`src/rtl/led_pwm_sequencer.sv`:
```
// LED bank driver: one shared PWM counter, per-channel shadow duties swapped at
// period boundaries, and an off / chase / breathe / static animation engine.
module led_pwm_sequencer #(
  parameter int CHANNELS  = 8,
  parameter int PWM_BITS  = 8,
  parameter int RAMP_BITS = 5,
  parameter int STEP_DIV  = 10000000
) (
  input  logic                i_clk,
  input  logic                i_rst_n,
  input  logic                i_wr_en,
  input  logic [1:0]          i_wr_addr,
  input  logic [7:0]          i_wr_data,
  output logic [CHANNELS-1:0] o_led,
  output logic                o_step
);

  localparam int                   DIV_W      = $clog2(STEP_DIV);
  localparam int                   SHIFT      = PWM_BITS - RAMP_BITS;
  localparam logic [7:0]           PHASE_RST  = 8'd5;
  localparam logic [7:0]           BRIGHT_RST = 8'h10;
  localparam logic [DIV_W-1:0]     DIV_LAST   = DIV_W'(STEP_DIV - 1);
  localparam logic [RAMP_BITS-1:0] LVL_MAX    = '1;
  localparam logic [PWM_BITS-1:0]  PCNT_MAX   = '1;

  typedef enum logic [1:0] {
    MODE_OFF     = 2'd0,
    MODE_CHASE   = 2'd1,
    MODE_BREATHE = 2'd2,
    MODE_STATIC  = 2'd3
  } mode_e;

  mode_e                mode_q, mode_d;
  logic [RAMP_BITS-1:0] phase_q, phase_d;
  logic [PWM_BITS-1:0]  bright_q, bright_d;
  logic [CHANNELS-1:0]  mask_q, mask_d;
  logic [DIV_W-1:0]     presc_q, presc_d;
  logic [RAMP_BITS-1:0] lvl_q, lvl_d;
  logic                 dir_q, dir_d;
  logic [PWM_BITS-1:0]  pcnt_q, pcnt_d;
  logic [CHANNELS-1:0]  led_q, led_d;
  logic                 step_q, step_d;

  logic                 tick;
  logic                 mode_wr;
  logic [RAMP_BITS-1:0] lvl_up;
  logic [RAMP_BITS-1:0] lvl_dn;

  assign tick    = (presc_q == DIV_LAST);
  assign mode_wr = i_wr_en && (i_wr_addr == 2'd0);
  assign lvl_up  = lvl_q + 1'b1;
  assign lvl_dn  = lvl_q - 1'b1;

  always_comb begin
    mode_d   = mode_q;
    phase_d  = phase_q;
    bright_d = bright_q;
    mask_d   = mask_q;
    lvl_d    = lvl_q;
    dir_d    = dir_q;
    pcnt_d   = pcnt_q + 1'b1;
    // A mode write restarts the animation and suppresses a coincident tick.
    step_d   = tick && !mode_wr;
    presc_d  = (mode_wr || tick) ? '0 : presc_q + 1'b1;

    if (mode_wr) begin
      lvl_d = '0;
      dir_d = 1'b1;
    end else if (tick) begin
      case (mode_q)
        MODE_CHASE: lvl_d = lvl_dn;
        MODE_BREATHE: begin
          if (dir_q) begin
            lvl_d = lvl_up;
            if (lvl_up == LVL_MAX) dir_d = 1'b0;
          end else begin
            lvl_d = lvl_dn;
            if (lvl_dn == '0) dir_d = 1'b1;
          end
        end
        default: ;
      endcase
    end

    if (i_wr_en) begin
      case (i_wr_addr)
        2'd0:    mode_d   = mode_e'(i_wr_data[1:0]);
        2'd1:    phase_d  = i_wr_data[RAMP_BITS-1:0];
        2'd2:    bright_d = i_wr_data[PWM_BITS-1:0];
        default: mask_d   = i_wr_data[CHANNELS-1:0];
      endcase
    end
  end

  for (genvar gi = 0; gi < CHANNELS; gi++) begin : g_ch
    localparam logic [RAMP_BITS-1:0] K = RAMP_BITS'(gi);

    logic [RAMP_BITS-1:0] offset;
    logic [RAMP_BITS-1:0] chase_lvl;
    logic [PWM_BITS-1:0]  target;
    logic [PWM_BITS-1:0]  shadow_q, shadow_d;

    // Offset and difference both wrap in RAMP_BITS, giving the modular chase.
    assign offset    = K * phase_q;
    assign chase_lvl = lvl_q - offset;

    always_comb begin
      target = '0;
      case (mode_q)
        MODE_CHASE:   target = PWM_BITS'(chase_lvl) << SHIFT;
        MODE_BREATHE: target = PWM_BITS'(lvl_q) << SHIFT;
        MODE_STATIC:  target = mask_q[gi] ? bright_q : '0;
        default:      target = '0;
      endcase
    end

    assign shadow_d   = (pcnt_q == PCNT_MAX) ? target : shadow_q;
    assign led_d[gi]  = (pcnt_q < shadow_q);

    always_ff @(posedge i_clk) begin
      if (!i_rst_n) shadow_q <= '0;
      else          shadow_q <= shadow_d;
    end
  end

  always_ff @(posedge i_clk) begin
    if (!i_rst_n) begin
      mode_q   <= MODE_CHASE;
      phase_q  <= PHASE_RST[RAMP_BITS-1:0];
      bright_q <= BRIGHT_RST[PWM_BITS-1:0];
      mask_q   <= '0;
      presc_q  <= '0;
      lvl_q    <= '0;
      dir_q    <= 1'b1;
      pcnt_q   <= '0;
      led_q    <= '0;
      step_q   <= 1'b0;
    end else begin
      mode_q   <= mode_d;
      phase_q  <= phase_d;
      bright_q <= bright_d;
      mask_q   <= mask_d;
      presc_q  <= presc_d;
      lvl_q    <= lvl_d;
      dir_q    <= dir_d;
      pcnt_q   <= pcnt_d;
      led_q    <= led_d;
      step_q   <= step_d;
    end
  end

  assign o_led  = led_q;
  assign o_step = step_q;

endmodule

```
`config.mk`:
```
export PLATFORM = sky130hd
export DESIGN_NAME = led_pwm_sequencer
export DESIGN_NICKNAME = d
export VERILOG_FILES = /design/src/rtl/led_pwm_sequencer.sv
export SDC_FILE = /design/constraint.sdc
export NUM_CORES = 1
export LEC_CHECK = 0
export CAP_MARGIN = 25
export CELL_PAD_IN_SITES_DETAIL_PLACEMENT = 1
export CELL_PAD_IN_SITES_GLOBAL_PLACEMENT = 2
export CORE_MARGIN = 2
export CORE_UTILIZATION = 35
export CTS_CLUSTER_SIZE = 24
export DETAILED_ROUTE_END_ITERATION = 10
export GPL_ROUTABILITY_DRIVEN = 0
export PLACE_DENSITY_LB_ADDON = 0.1
export SYNTH_ARGS = -nofsm -noshare
export SYNTH_HDL_FRONTEND = slang
export SYNTH_SLANG_ARGS = --single-unit
```
`constraint.sdc`:
```
create_clock -name i_clk -period 2.7 [get_ports i_clk]
set_input_delay 0.54 -clock i_clk [delete_from_list [all_inputs] [get_ports i_clk]]
set_output_delay 0.54 -clock i_clk [all_outputs]
set_load 0.01 [all_outputs]
```
# Word level (Yosys, flattened, before mapping)
# Cells that the tools add are included.
[word_totals] register_bits=134 in_bits=13 output_inout_bits=9 elab_cells=89
[op_classes] add_sub_neg=11 n_mul=4 magnitude_cmp=8 eq_ne=8 n_mux=21 bitwise=2 n_reduce_logical=17
[op_table] cell="$pmux 8 s3" n=7
[op_table] cell="$lt 8x8->1" n=8
[op_table] cell="$mux 8" n=8
[op_table] cell="$sub 5x5->5" n=7
[op_table] cell="$add 24x1->24 const B" n=1
[op_table] cell="$eq 24x24->1 const B" n=1
[op_table] cell="$pmux 8 s2" n=1
[op_table] cell="$reduce_and 2->1" n=6
[op_table] cell="$mul 3x5->5 const A" n=2
[op_table] cell="$pmux 5 s2" n=1
[op_table] cell="$add 8x1->8 const B" n=1
[op_table] cell="$eq 8x8->1 const B" n=1
[op_table] cell="$eq 2x2->1 const B" n=3
[op_table] cell="$reduce_or 2->1" n=3
[op_table] cell="$add 5x1->5 const B" n=1
[op_table] cell="$eq 5x5->1 const B" n=1
[op_table] cell="$logic_not 5->1" n=1
[op_table] cell="$mul 2x5->4 const A" n=1
[op_table] cell="$mul 2x5->5 const A" n=1
[op_table] cell="$mux 5" n=1
[op_table] cell="$sub 5x1->5 const B" n=1
[op_table] cell="$eq 2x1->1 const B" n=2
[op_table] cell="$mux 1" n=3
[op_table] cell="$reduce_or 3->1" n=1
[op_table] cell="other kinds (6)" n=8

# Logic depth before layout (Yosys ltp)
# Gate-level depths: netlist of the first run.
[logic_depth] depth_word=4 depth_mapped=11 mapped_depth_nobuf=11

# Worst setup path after synthesis of the first run
# Ideal clock, no wire load.
[synth_path] kind="flip-flop to flip-flop" start="reg phase_q[1]" end="reg g_ch[7].shadow_q[6]" setup_time_ns=0.124 arrival_time_ns=2.586 path_slack_ns=-0.010 path_stages_with_launch=12 path_buffers=0 path_cell_list="dfxtp_1 > inv_1 > fa_1 > inv_1 > ha_1 > inv_1 > ha_1 > a21oi_1 > o21ai_0 > xor2_1 > a221oi_1 > o21ai_0"
[synth_between] elab_chain_cells=3
[synth_rtl] item="start, declared" line="34" source="logic [RAMP_BITS-1:0] phase_q, phase_d;"
[synth_rtl] item="start signal, assigned" line="129" source="phase_q <= PHASE_RST[RAMP_BITS-1:0];"
[synth_rtl] item="start signal, assigned" line="140" source="phase_q <= phase_d;"
[synth_rtl] item="$mul 3x5->5" line="104" source="assign offset = K * phase_q;"
[synth_rtl] item="$sub 5x5->5" line="105" source="assign chase_lvl = lvl_q - offset;"
[synth_rtl] item="$pmux 8 s3" line="109" source="case (mode_q)"
[synth_rtl] item="end signal, assigned" line="122" source="else shadow_q <= shadow_d;"
[synth_rtl] item="end, declared" line="101" source="logic [PWM_BITS-1:0] shadow_q, shadow_d;"
# Every way passes these cells.
# A chain may end at the register's enable or synchronous reset.

# Final worst setup path of the first run
[layout_path] start="reg phase_q[0]" end="reg g_ch[7].shadow_q[5]"
# Same word-level chain as after synthesis.

==> results of run 1 <==
[synthesized netlist by cell type (3+ instances only)]
master    count
nand2_1      87
nand2b_1     23
dfxtp_1     134
xor2_1       30
ha_1         91
nor2b_1      36
fa_1         14
nor2_1       50
a21o_1       27
a221oi_1     13
inv_1        85
o22ai_1       3
nand3b_1      3
nand4_1      12
o211ai_1     10
mux2i_1      14
o31a_1        8
a31oi_1       6
buf_1         7
and2_1       29
or3_1         8
nor3_1       12
xnor2_1      26
o31ai_1      12
o21ai_0      20
a21boi_0     35
clkbuf_1     46
a21oi_1      45
a211oi_1     18
and3_1        8
nand3_1      47
a22oi_1       8
or2_2         3
[metrics by stage]
stage | util (%) | cells | hold WS, ps | setup slack, ps | cell area (um2)
after floorplan | - | 1003 | 432 | 86.6 | 8530
after global placement | 38.3 | 1330 | 451 | 191 | 9240
after global routing | 40.9 | 1362 | 400 | 25.4 | 9850
after CTS | 40.8 | 1362 | 384 | 143 | 9840
final | 40.9 | 1362 | 404 | 232 | 9850
after detailed placement | 38.3 | 1330 | 455 | 155 | 9240
[worst max-delay path, stage by stage, from the launching register on]
cell and delay, ps:
dfxtp_1 330, inv_1 90, fa_1 540, inv_1 40
ha_1 260, inv_1 40, ha_1 320, xnor2_1 150
a221oi_1 320, o31ai_1 100, and2_1 170
[sequential cells by signal, indices dropped and copies added, names as in the netlist]
signal	cells
bright_q	8
dir_q	1
g_ch.shadow_q	64
lvl_q	5
mask_q	8
mode_q	2
o_led	8
o_step	1
pcnt_q	8
phase_q	5
presc_q	24
[routing by layer]
| layer | part of all wire (%) | vias up | global-route usage, % |
|---|---|---|---|
| met5 | 0 | - | 0 |
| li1 | - | 3507 | - |
| met4 | 2.5 | 0 | 7.58 |
| met3 | 2.0 | 36 | 2.81 |
| met2 | 48 | 73 | 35.4 |
| met1 | 48 | 3370 | 27.0 |
[how the worst min path moves through the flow]
stage,from,slack [ps],end,cells after the start
final,i_rst_n,400,phase_q[0]$_SDFFE_PN1P_,2
after global routing,i_rst_n,400,phase_q[0]$_SDFFE_PN1P_,2
after CTS,i_rst_n,380,phase_q[0]$_SDFFE_PN1P_,2
after detailed placement,g_ch[4].shadow_q[1]$_SDFFE_PN0N_,460,g_ch[4].shadow_q[1]$_SDFFE_PN0N_,2
after global placement,g_ch[5].shadow_q[2]$_SDFFE_PN0N_,450,g_ch[5].shadow_q[2]$_SDFFE_PN0N_,2
after floorplan,bright_q[4]$_SDFFE_PN1P_,430,bright_q[4]$_SDFFE_PN1P_,2
[what timing repair did]
item / CTS / global route
hold buffers: 0 / 0
hold endpoints to repair: 0 / 0
setup endpoints to repair: 0 / 2
resized for setup: 0 / 3
[cell type report]
class	instances	area, um2
Multi-Input combinational cell	725	5320
Sequential cell	134	2690
Fill cell	2894	14300
Clock buffer	18	429
Timing Repair Buffer	61	518
Inverter	86	323
Clock inverter	14	175
Tap cell	324	405
[power by group through the flow]
stage | clock network (uW) | registers (uW) | logic, uW
finish | 2470 | 2040 | 537
global route | 2620 | 2040 | 601
CTS | 2540 | 2040 | 548
detailed placement | 0 | 2080 | 545
global placement | 0 | 2080 | 541
floorplan | 0 | 2080 | 338
[cell families after synthesis]
family | after synthesis
flops | 134
buf+inv | 144
fa+ha+maj | 105
xor+xnor | 56
simple gates | 331
mux | 15
compound gates | 218
==> impl_metrics.ini, run 1 <==
[synthesis]
yosysTopAreaCell = dfxtp_1
synth_top_cell_area_share_pct = 31.4
synth-edff-count = 0
async_flop_share_pct = 0
ys_seq_area_share_pct = 31.4
muxShareOfSynthArea_pct = 1.77
syn_inst = 1003
ys_ff_latch = 134
syn_area_per_cell_um2 = 8.51
synth_simple_gate_area_share_pct = 20.3
synth_area_leaders = dfxtp_1, ha_1, nand2_1
netlist_area_mm2 = 0.00853
ys.flop_type = dfxtp_1
syn_nets = 1121
synth_top_family_by_area = simple AND/OR/NAND/NOR gates
synthDistinctLibCells = 59
ys_warn_count = 0
synth_compound_area_share_pct = 17.7
synthXorXnorAreaFrac_pct = 5.75
synthAdderAreaFrac_pct = 16.6

[timing]
setup_viol = 0
rsz0062_at_grt = false
slew_headroom_pct = 45.9
slew_viol_final = 0
final.setup_skew_ps = 10.5
post-route-period-util_pct = 91.4
worst_pin_slew_ps = 811
max_freq_mhz = 405
hold_viol = 0
fin_tns_setup_ps = 0
min_period_ps = 2470

[detailed_routing]
via_per_inst = 5.13
drt-initial-drc-count = 284
ant_nets = 0
vias = 6986
finalWirelength_um = 25500
drcViolationCount = 0
drt-pass1-iter-count = 4
wl_per_cell_um = 18.7

[critical_path]
startpoint_type = flop
cp_data_arrival_time_ps = 2790
ff2ff_path_depth = 10
r2r_slack_ps = 230
end_kind = flop
crit_fanout = 4
rr_endpoint = g_ch[7].shadow_q[5]$_SDFFE_PN0N_
regToRegStartpoint = phase_q[0]$_SDFFE_PN1P_
crit_path_end = g_ch[7].shadow_q[5]$_SDFFE_PN0N_
path_class = flop to flop
required_ps = 3020
crit_start = phase_q[0]$_SDFFE_PN1P_

[global_routing]
grt_max_degree = 100
grt.overflow.total = 0
grt_pass1_wl_um = 41300
antenna_found_initial = 0
grt_pass1_vias = 7295
grt_usage_pct = 20.8

[cells_and_area]
layout_common_cells = dfxtp_1, ha_1, nand2_1
syn_to_final_growth_pct = 15.5
antenna_cells = 0
mostFrequentLayoutCell = dfxtp_1
final_net_count = 1143
drive_above_1_share_pct = 8.48

[floorplanning]
dieArea_mm2 = 0.0256
num_rows = 57
start_util_pct = 35.4
coreArea_mm2 = 0.0241
die_w_um = 160
io_pins = 22
die_h_um = 160

[clock_network]
tritoncts = built
cts-root-buf = clkbuf_16
clk_pin_slew_ps = 70
clk_latency_ps = 430
cts_buffers = 17
clock_path_buffers = 2
clock_sinks = 134
htree_levels = 4
cts_setup_buffers = 0

[power]
combPwrFrac_pct = 10.6
p_sw_share_pct = 26.3
power.density_mw_per_mm2 = 512
power.leakage_uw = 0.00383
power_switching_uw = 1330
max-vdd-ir-drop_mv = 0.304
p_seq_share_pct = 40.4
p_int_uw = 3720
pwr-share-clk_pct = 48.9
total_power_uw = 5040

[status]
outcome = finished clean

[job]
cap_violations = 0

[placement]
dp.final_hpwl_um = 19000
io_buffer_count = 21

[worst_hold_path]
min_path_type = input pin to flop
(Power assumes the default switching activity.)
==> inputs of run 2 (changes only) <==
CAP_MARGIN = 10   (was 25)
==> results of run 2 <==
No change in the layout: final DEF, timing and power equal those of run 1.
==> inputs of run 3 (changes only) <==
CORE_UTILIZATION = 42   (was 35)
GPL_ROUTABILITY_DRIVEN = not set   (was 0)
PLACE_DENSITY = 0.87   (was not set)
PLACE_DENSITY_LB_ADDON = not set   (was 0.1)
clock period = 3.1 ns   (was 2.7 ns; I/O delays follow)
==> impl_metrics.ini, run 3 (synthesis gave the netlist of run 1 again) <==
[timing]
worst_pin_slew_ps = 743
fin_tns_setup_ps = 0
hold_viol = 0
max_freq_mhz = 376
rsz0062_at_grt = false
worst_slack_ps = 441
final.setup_skew_ps = 8.41
min_period_ps = 2660
slew_viol_final = 0
setup_viol = 0
post-route-period-util_pct = 85.8
slew_headroom_pct = 50.0

[worst_hold_path]
whs_path_depth = 2
min_path_type = flop to flop

[detailed_routing]
drt-initial-drc-count = 377
drcViolationCount = 0
ant_nets = 0
finalWirelength_um = 24000
wl_per_cell_um = 18.5
via_per_inst = 5.49
drt-pass1-iter-count = 4
vias = 7099

[critical_path]
r2r_slack_ps = 440
required_ps = 3400
ff2ff_path_depth = 11
startpoint_type = flop
end_kind = flop
crit_fanout = 7
path_class = flop to flop
cp_data_arrival_time_ps = 2960

[placement]
dp.final_hpwl_um = 17300
io_buffer_count = 21
dp_cells = 1261
globalplace.congestion = 0.891
pre_cts_slack_ps = 409
place_area_mm2 = 0.00904

[job]
cap_violations = 0

[floorplanning]
coreArea_mm2 = 0.0201
die_h_um = 147
io_pins = 22
num_rows = 52
start_util_pct = 42.4
dieArea_mm2 = 0.0215
die_w_um = 147

[global_routing]
grt_usage_pct = 23.3
grt_pass1_wl_um = 39300
antenna_found_initial = 0
grt_pass1_vias = 7173
grt_max_degree = 62
grt.overflow.total = 0

[cells_and_area]
mostFrequentLayoutCell = dfxtp_1
drive_above_1_share_pct = 6.65
max_flop_register = g_ch.shadow_q
fillers = 2345
antenna_cells = 0
final_net_count = 1128
final_cells = 1293
final_cell_area_mm2 = 0.00963
multi_input_area_mm2 = 0.00531
layout_common_cells = dfxtp_1, ha_1, nand2_1
syn_to_final_growth_pct = 12.8
reg_top3 = g_ch.shadow_q (64), presc_q (24)
largest_register_ffs = 64
seq_area_mm2 = 0.00268

[clock_network]
htree_levels = 4
cts_buffers = 17
hold_buffers = 0
cts_setup_buffers = 0
cts-root-buf = clkbuf_16
clk_latency_ps = 420
clk_pin_slew_ps = 60
tritoncts = built
clock_sinks = 134
clock_path_buffers = 2
cts.repair.resized = 0

[status]
outcome = finished clean

[power]
max-vdd-ir-drop_mv = 0.383
total_power_uw = 4260
power.density_mw_per_mm2 = 443
power.leakage_uw = 0.00374
-- run 3: cell types whose count changed in the layout (fill, tap and decap cells not counted), sizes merged --
cell	before	now
clkinv	6	4
bufinv	3	2
buf	41	26
clkbuf	18	19
inv	88	90
-- run 3: worst paths after layout --
path | startpoint | endpoint
worst max-delay path | phase_q[0]$_SDFFE_PN1P_ | g_ch[7].shadow_q[6]$_SDFFE_PN0N_
worst min-delay path | bright_q[3]$_SDFFE_PN0P_ | bright_q[3]$_SDFFE_PN0P_
worst max register to register | phase_q[0]$_SDFFE_PN1P_ | g_ch[7].shadow_q[6]$_SDFFE_PN0N_
worst min register to register | bright_q[3]$_SDFFE_PN0P_ | bright_q[3]$_SDFFE_PN0P_
-- run 3: critical path, cell delays in order, from the launching register on --
cell and delay, ps:
dfxtp_1 460, inv_1 140, fa_1 540, inv_1 40
ha_1 260, inv_1 40, ha_1 320, a21oi_1 140
o21ai_0 110, xor2_1 150, a221oi_1 230, o21ai_0 100
-- run 3: power breakdown --
group	internal [uW]	switching, uW
clock network	1200	835
logic	204	246
registers	1750	30.6
-- run 3: layout make-up --
cell class,count,area share (%)
Multi-Input combinational cell,725,55.2
Sequential cell,134,27.9
Clock buffer,19,4.50
Timing Repair Buffer,46,4.08
Tap cell,270,3.51
Inverter,86,3.35
Clock inverter,13,1.53
-- run 3: metal layers --
metal	global-route usage, %	vias to the layer above	routed length, um
li1	-	3474	-
met1	31.3	3474	11400
met2	38.9	121	11300
met3	3.59	30	802
met4	6.65	0	423
met5	0	-	0
-- run 3: metrics by stage --
step / utilization, % / hold slack, ps
after floorplan: - / 432
after global placement: 45.0 / 450
after detailed placement: 45.0 / 459
after CTS: 47.9 / 467
after global routing: 47.9 / 487
final: 47.9 / 464
